## src/rtl/mdio_ctrl.sv

```systemverilog
// MDIO management sequencer: soft-resets the PHY, then periodically polls
// BMSR and the PHY-specific status register to publish link state and speed.
module mdio_ctrl #(
  parameter logic [23:0] POLL_CNT  = 24'd250_000,
  parameter logic [4:0]  SPEC_REG  = 5'h11,
  parameter logic [15:0] BMCR_INIT = 16'h9140
) (
  input  logic        clk,
  input  logic        rst,
  input  logic        soft_rst_trig,
  output logic        op_exec,
  output logic        op_rh_wl,
  output logic [4:0]  op_addr,
  output logic [15:0] op_wr_data,
  input  logic        op_done,
  input  logic [15:0] op_rd_data,
  input  logic        op_rd_ack,
  output logic        link_up,
  output logic [1:0]  speed,
  output logic        phy_err
);

  typedef enum logic [2:0] {RST_WR, RST_POLL, WAIT, RD_BMSR, RD_SPEC} state_e;

  state_e      state_q, state_d;
  logic        wait_ph_q, wait_ph_d;  // 0 = issue sub-phase, 1 = awaiting op_done
  logic [23:0] cnt_q, cnt_d;
  logic        pend_q, pend_d;
  logic        exec_q, exec_d;
  logic        rh_q, rh_d;
  logic [4:0]  addr_q, addr_d;
  logic [15:0] wdata_q, wdata_d;
  logic        link_q, link_d;
  logic [1:0]  speed_q, speed_d;
  logic        err_q, err_d;

  logic issue, done, cnt_last, unused_rd;

  assign issue     = (state_q != WAIT) && !wait_ph_q;
  assign done      = (state_q != WAIT) && wait_ph_q && op_done;
  assign cnt_last  = ({1'b0, cnt_q} + 25'd1) >= {1'b0, POLL_CNT};
  assign unused_rd = ^{op_rd_data[13:3], op_rd_data[1:0]};

  always_ff @(posedge clk) begin
    if (rst) begin
      state_q   <= RST_WR;
      wait_ph_q <= 1'b0;
      cnt_q     <= '0;
      pend_q    <= 1'b0;
      exec_q    <= 1'b0;
      rh_q      <= 1'b0;
      addr_q    <= '0;
      wdata_q   <= '0;
      link_q    <= 1'b0;
      speed_q   <= 2'b00;
      err_q     <= 1'b0;
    end else begin
      state_q   <= state_d;
      wait_ph_q <= wait_ph_d;
      cnt_q     <= cnt_d;
      pend_q    <= pend_d;
      exec_q    <= exec_d;
      rh_q      <= rh_d;
      addr_q    <= addr_d;
      wdata_q   <= wdata_d;
      link_q    <= link_d;
      speed_q   <= speed_d;
      err_q     <= err_d;
    end
  end

  always_comb begin
    state_d   = state_q;
    wait_ph_d = wait_ph_q;
    if (state_q == WAIT) begin
      wait_ph_d = 1'b0;
      if (pend_q)        state_d = RST_WR;
      else if (cnt_last) state_d = RD_BMSR;
    end else if (issue) begin
      wait_ph_d = 1'b1;
    end else if (done) begin
      wait_ph_d = 1'b0;
      case (state_q)
        RST_WR:   state_d = RST_POLL;
        RST_POLL: if (op_rd_ack || !op_rd_data[15]) state_d = WAIT;
        RD_BMSR:  state_d = (op_rd_ack || !op_rd_data[2]) ? WAIT : RD_SPEC;
        RD_SPEC:  state_d = WAIT;
        default:  state_d = RST_WR;
      endcase
    end
  end

  always_comb begin
    exec_d  = 1'b0;
    rh_d    = rh_q;
    addr_d  = addr_q;
    wdata_d = wdata_q;
    link_d  = link_q;
    speed_d = speed_q;
    err_d   = err_q;
    cnt_d   = '0;
    pend_d  = pend_q | soft_rst_trig;

    if (issue) begin
      exec_d  = 1'b1;
      rh_d    = 1'b1;
      wdata_d = '0;
      case (state_q)
        RST_WR: begin
          rh_d    = 1'b0;
          addr_d  = 5'd0;
          wdata_d = BMCR_INIT;
        end
        RST_POLL: addr_d = 5'd0;
        RD_BMSR:  addr_d = 5'd1;
        default:  addr_d = SPEC_REG;
      endcase
    end

    if (done) begin
      case (state_q)
        RST_POLL: if (op_rd_ack) err_d = 1'b1;
        RD_BMSR: begin
          if (op_rd_ack) err_d = 1'b1;
          if (op_rd_ack || !op_rd_data[2]) link_d = 1'b0;
        end
        RD_SPEC: begin
          if (op_rd_ack) begin
            err_d  = 1'b1;
            link_d = 1'b0;
          end else if (op_rd_data[15:14] == 2'b11) begin
            link_d = 1'b0;
          end else begin
            speed_d = op_rd_data[15:14];
            link_d  = 1'b1;
          end
        end
        default: ;
      endcase
    end

    // A trigger landing in the consuming cycle folds into the reset being started.
    if (state_q == WAIT) begin
      if (pend_q) begin
        pend_d = 1'b0;
        err_d  = 1'b0;
      end else if (!cnt_last) begin
        cnt_d = cnt_q + 24'd1;
      end
    end
  end

  assign op_exec    = exec_q;
  assign op_rh_wl   = rh_q;
  assign op_addr    = addr_q;
  assign op_wr_data = wdata_q;
  assign link_up    = link_q;
  assign speed      = speed_q;
  assign phy_err    = err_q;

endmodule
```

## config.mk

```make
export PLATFORM = sky130hd
export DESIGN_NAME = mdio_ctrl
export DESIGN_NICKNAME = d
export VERILOG_FILES = /design/src/rtl/mdio_ctrl.sv
export SDC_FILE = /design/constraint.sdc
export NUM_CORES = 1
export LEC_CHECK = 0
export CAP_MARGIN = 5
export CORE_MARGIN = 2
export CORE_UTILIZATION = 54
export CTS_BUF_LIST = sky130_fd_sc_hd__clkbuf_8 sky130_fd_sc_hd__clkbuf_16
export CTS_CLUSTER_DIAMETER = 120
export CTS_CLUSTER_SIZE = 30
export DETAILED_ROUTE_END_ITERATION = 10
export GPL_TIMING_DRIVEN = 0
export PLACE_DENSITY = 0.87
export SLEW_MARGIN = 5
export SYNTH_ARGS = -nofsm -noshare
export SYNTH_HDL_FRONTEND = slang
export SYNTH_SLANG_ARGS = --single-unit
```

## constraint.sdc

```tcl
create_clock -name clk -period 4.1 [get_ports clk]
set_input_delay 0.82 -clock clk [delete_from_list [all_inputs] [get_ports clk]]
set_output_delay 0.82 -clock clk [all_outputs]
set_load 0.03 [all_outputs]
```

==> impl_results.md <==
- Mapped Avg Cell Area: 9.313 sq um
- Worst-Skew Late Latency: 0.29 ns
- CTS tree: yes
- Gr usage total: 21.66%
- TritonCTS Sinks: 38
- IO Pins: 48
- GRT overflow: 0
- Cts repair resizes: 0
- Synthesized area: 2123 sq um
- Die H: 66.71 microns
- First DRT Iteration DRCs: 94
- WL final: 4.228 mm
- Clk root buf: clkbuf_8
- ANT nets after route: 0
- PortBufs: 18
- Synth area leader: dfxtp_1
- Via count normalized by instance count: 5.453
- HP Class: reg -> reg
- Hold WS: 0.4823 ns
- Max cap viols: 0
- Hold Path End: link_up
- Ys async rst share: 0%
- Wire per inst: 13.13 microns
- Power per cell area: 340.1 nW/um^2
- Share of the yosys chip area belonging to registers: 35.83%
- # setup viols final: 0
- Tot Pwr: 878.0 uW
- Top cells by area, synth: dfxtp_1, buf_4, nor2_1
- Hold Crit Start: link_up
- Max-slew violations: 0
- EDFF count, synth: 0
- CP Capture Type: flip-flop
- Crit-path max FO: 10
- Die area: 4450 sq um
- Max clock buf depth: 2
- Status: finished, final reports clean
- Non-filler instance count after layout: 322
- Vias in the first global route: 1525
- Initial antenna violation count: 0
- Syn Inst Count: 228
- Routed vias: 1756
- Tcrit/Tclk final: 64.02%
- Placed cell count: 314
- Distinct cells, synth: 58
- Relative slew slack: 64.81%
- CP max-delay cell: dfxtp_1
- Pleak: 0.001017 uW
- Die width: 66.71 microns
- FMAX: 381.0 MHz
- N_diodes: 0
- Post-synth top area share: 35.83%
- #FFs+latches synth: 38
- Final core utilization: 69.46%
- Crit start category: flip-flop
- DRC: 0
- Postcts setup bufs: 0
- VDD IR max: 0.2360 mV
- Area delta synth->final: 21.57%
- Hold-fix buffers at CTS: 0
- Critical path arrival: 2.86 ns
- Min cycle time layout: 2.625 ns
- CP peak stage delay: 0.48 ns
- Worst r2r src: cnt_q[0]
- Synth Flop Type: dfxtp_1
- WS Path Type: reg -> reg
- CP cell instances: ha_1 > nand3_1 > nor4_4 > o2111ai_1 > a221oi_2 > a21bo_1 > buf_6 > buf_12 > nor2_4
- Flop2flop setup slack: 1.48 ns
- Setup_tns: 0 ns
- Hold Fails Final Rpt: 0
- Ys Warns: 0
- Final #Nets: 295
- Drt first pass iters: 4
- GP Congestion: 0.8529
- Slew of the pin with the lowest slew margin: 0.5259 ns
- Worst reg2reg endpoint: cnt_q[17]
- H-tree depth: 2
- Worst-path clk slew: 0.07 ns
- Hold Crit Depth: 2
- Fraction of layout cells with a size suffix above 1: 21.17%
- Layout Skew: 0.006318 ns
- Total core area: 3716 sq um
- Worst reg2reg path depth: 9
- First-pass GRT wire length: 7.210 mm
- Req. time, crit path: 4.33 ns
- Num CTS Buffers: 5
- Dpl hpwl: 3.048 mm
- Initial core utilization: 57.14%
- Unrepaired setup endpoints after global routing: no
- Largest net degree at the start of global routing: 13
- Row count: 22
## Yosys cell counts, types with 2 or more instances
library cell / n
nor4_1: 3
nor2b_1: 4
o22ai_1: 2
nor2_4: 7
nand4_1: 4
a21oi_1: 5
mux2i_1: 4
and3_1: 3
clkbuf_8: 2
nor4_4: 2
o41ai_1: 2
a32oi_1: 2
nor2_1: 21
o211ai_1: 2
nand4_4: 3
nor2_2: 3
a211oi_1: 4
and3_2: 3
nor3_1: 9
and4_2: 2
dfxtp_1: 38
a31oi_1: 2
xnor2_1: 8
clkbuf_1: 4
nand2b_1: 2
inv_1: 8
xor2_1: 7
buf_4: 19
o21ai_0: 6
nand3_1: 9
nand2_1: 11
## where the power goes
| group | switching, uW | leakage [uW] | total [uW] | internal [uW] |
|---|---|---|---|---|
| clock network | 132 | 0.0000714 | 391 | 259 |
| logic | 60.3 | 0.000636 | 103 | 43.0 |
| registers | 5.46 | 0.000310 | 384 | 378 |
## cell usage in the layout, fill, tap and decap left out, types with 2 or more instances in the layout
cell type	Yosys	final
nor2_1	21	21
mux2i_1	4	4
clkbuf_8	2	8
bufinv_16	0	2
dfxtp_1	38	38
inv_1	8	8
nand2_1	11	11
nor2_4	7	7
o41ai_1	2	2
o22ai_1	2	2
clkdlybuf4s50_1	0	18
nand2b_1	2	2
nor3_1	9	9
nor2b_1	4	4
xnor2_1	8	8
conb_1	1	21
buf_4	19	19
nor4_1	3	3
a211oi_1	4	4
xor2_1	7	7
nor4_4	2	2
nand4_1	4	4
o211ai_1	2	2
clkbuf_1	4	4
and3_2	3	3
a21oi_1	5	5
nand4_4	3	3
a32oi_1	2	2
nor2_2	3	3
nand3_1	9	9
and4_2	2	2
o21ai_0	6	6
a31oi_1	2	2
and3_1	3	3
## per-stage QoR
stage          cell area (sq um)  setup slack, ns
2_1_floorplan               2198            1.935
5_1_grt                     2581            1.311
6_report                    2581            1.475
3_3_place_gp                2439            1.602
4_1_cts                     2581            1.487
3_5_place_dp                2439            1.535
## state kept, by name (all words and copies together) (netlist names)
signal and flops:
phy_err 1, op_wr_data 1, op_exec 1, op_rh_wl 1, cnt_q 24, state_q 3, pend_q 1, wait_ph_q 1
link_up 1, speed 2, op_addr 2
## per-layer routing
metal | track usage, % | vias to the layer above | part of all wire, %
met1 | 27.87 | 811 | 44
li1 | - | 870 | -
met3 | 4.730 | 14 | 4.9
met5 | 0 | - | 0
met4 | 10.20 | 0 | 2.9
met2 | 34.38 | 61 | 48
## critical path: cells and delay by family, from the launching register on
kind	cells	cell delay [ns]
and+or+nand+nor	3	0.72
buffers and inverters	2	0.29
adders and majority gates	1	0.26
AOI/OAI and AO/OA	3	0.81
DFF	1	0.48
## cells by family after synthesis
group	after synthesis	share of synthesized area, %
XOR/XNOR	15	6.188
multiplexers	4	1.886
AO/OA/AOI/OAI	39	13.97
AND/OR/NAND/NOR	95	29.76
flip-flops	38	35.83
other	1	0.1766
adder cells (fa/ha/maj)	1	0.5892
buffers and inverters	35	11.61
## worst max path at each step
stage | depth (start not counted) | start | end | slack [ns]
after floorplan | 9 | cnt_q[0] | cnt_q[14] | 1.93
after global placement | 9 | cnt_q[0] | cnt_q[14] | 1.60
after detailed placement | 9 | cnt_q[0] | cnt_q[14] | 1.54
after CTS | 9 | cnt_q[0] | cnt_q[15] | 1.49
after global routing | 9 | cnt_q[0] | cnt_q[17] | 1.31
final | 9 | cnt_q[0] | cnt_q[17] | 1.48
## layout make-up
cell class              count  area, sq um
multi-input cells         175         1191
fillers                   312         1135
flip-flops and latches     38        760.7
plain buffers              27        216.5
repair buffers             18        180.2
clock buffers               6        82.58
clock inverters             2        60.06
well taps                  48        60.06
inverters                   8        30.03
Power figures use the tool's default switching activity.
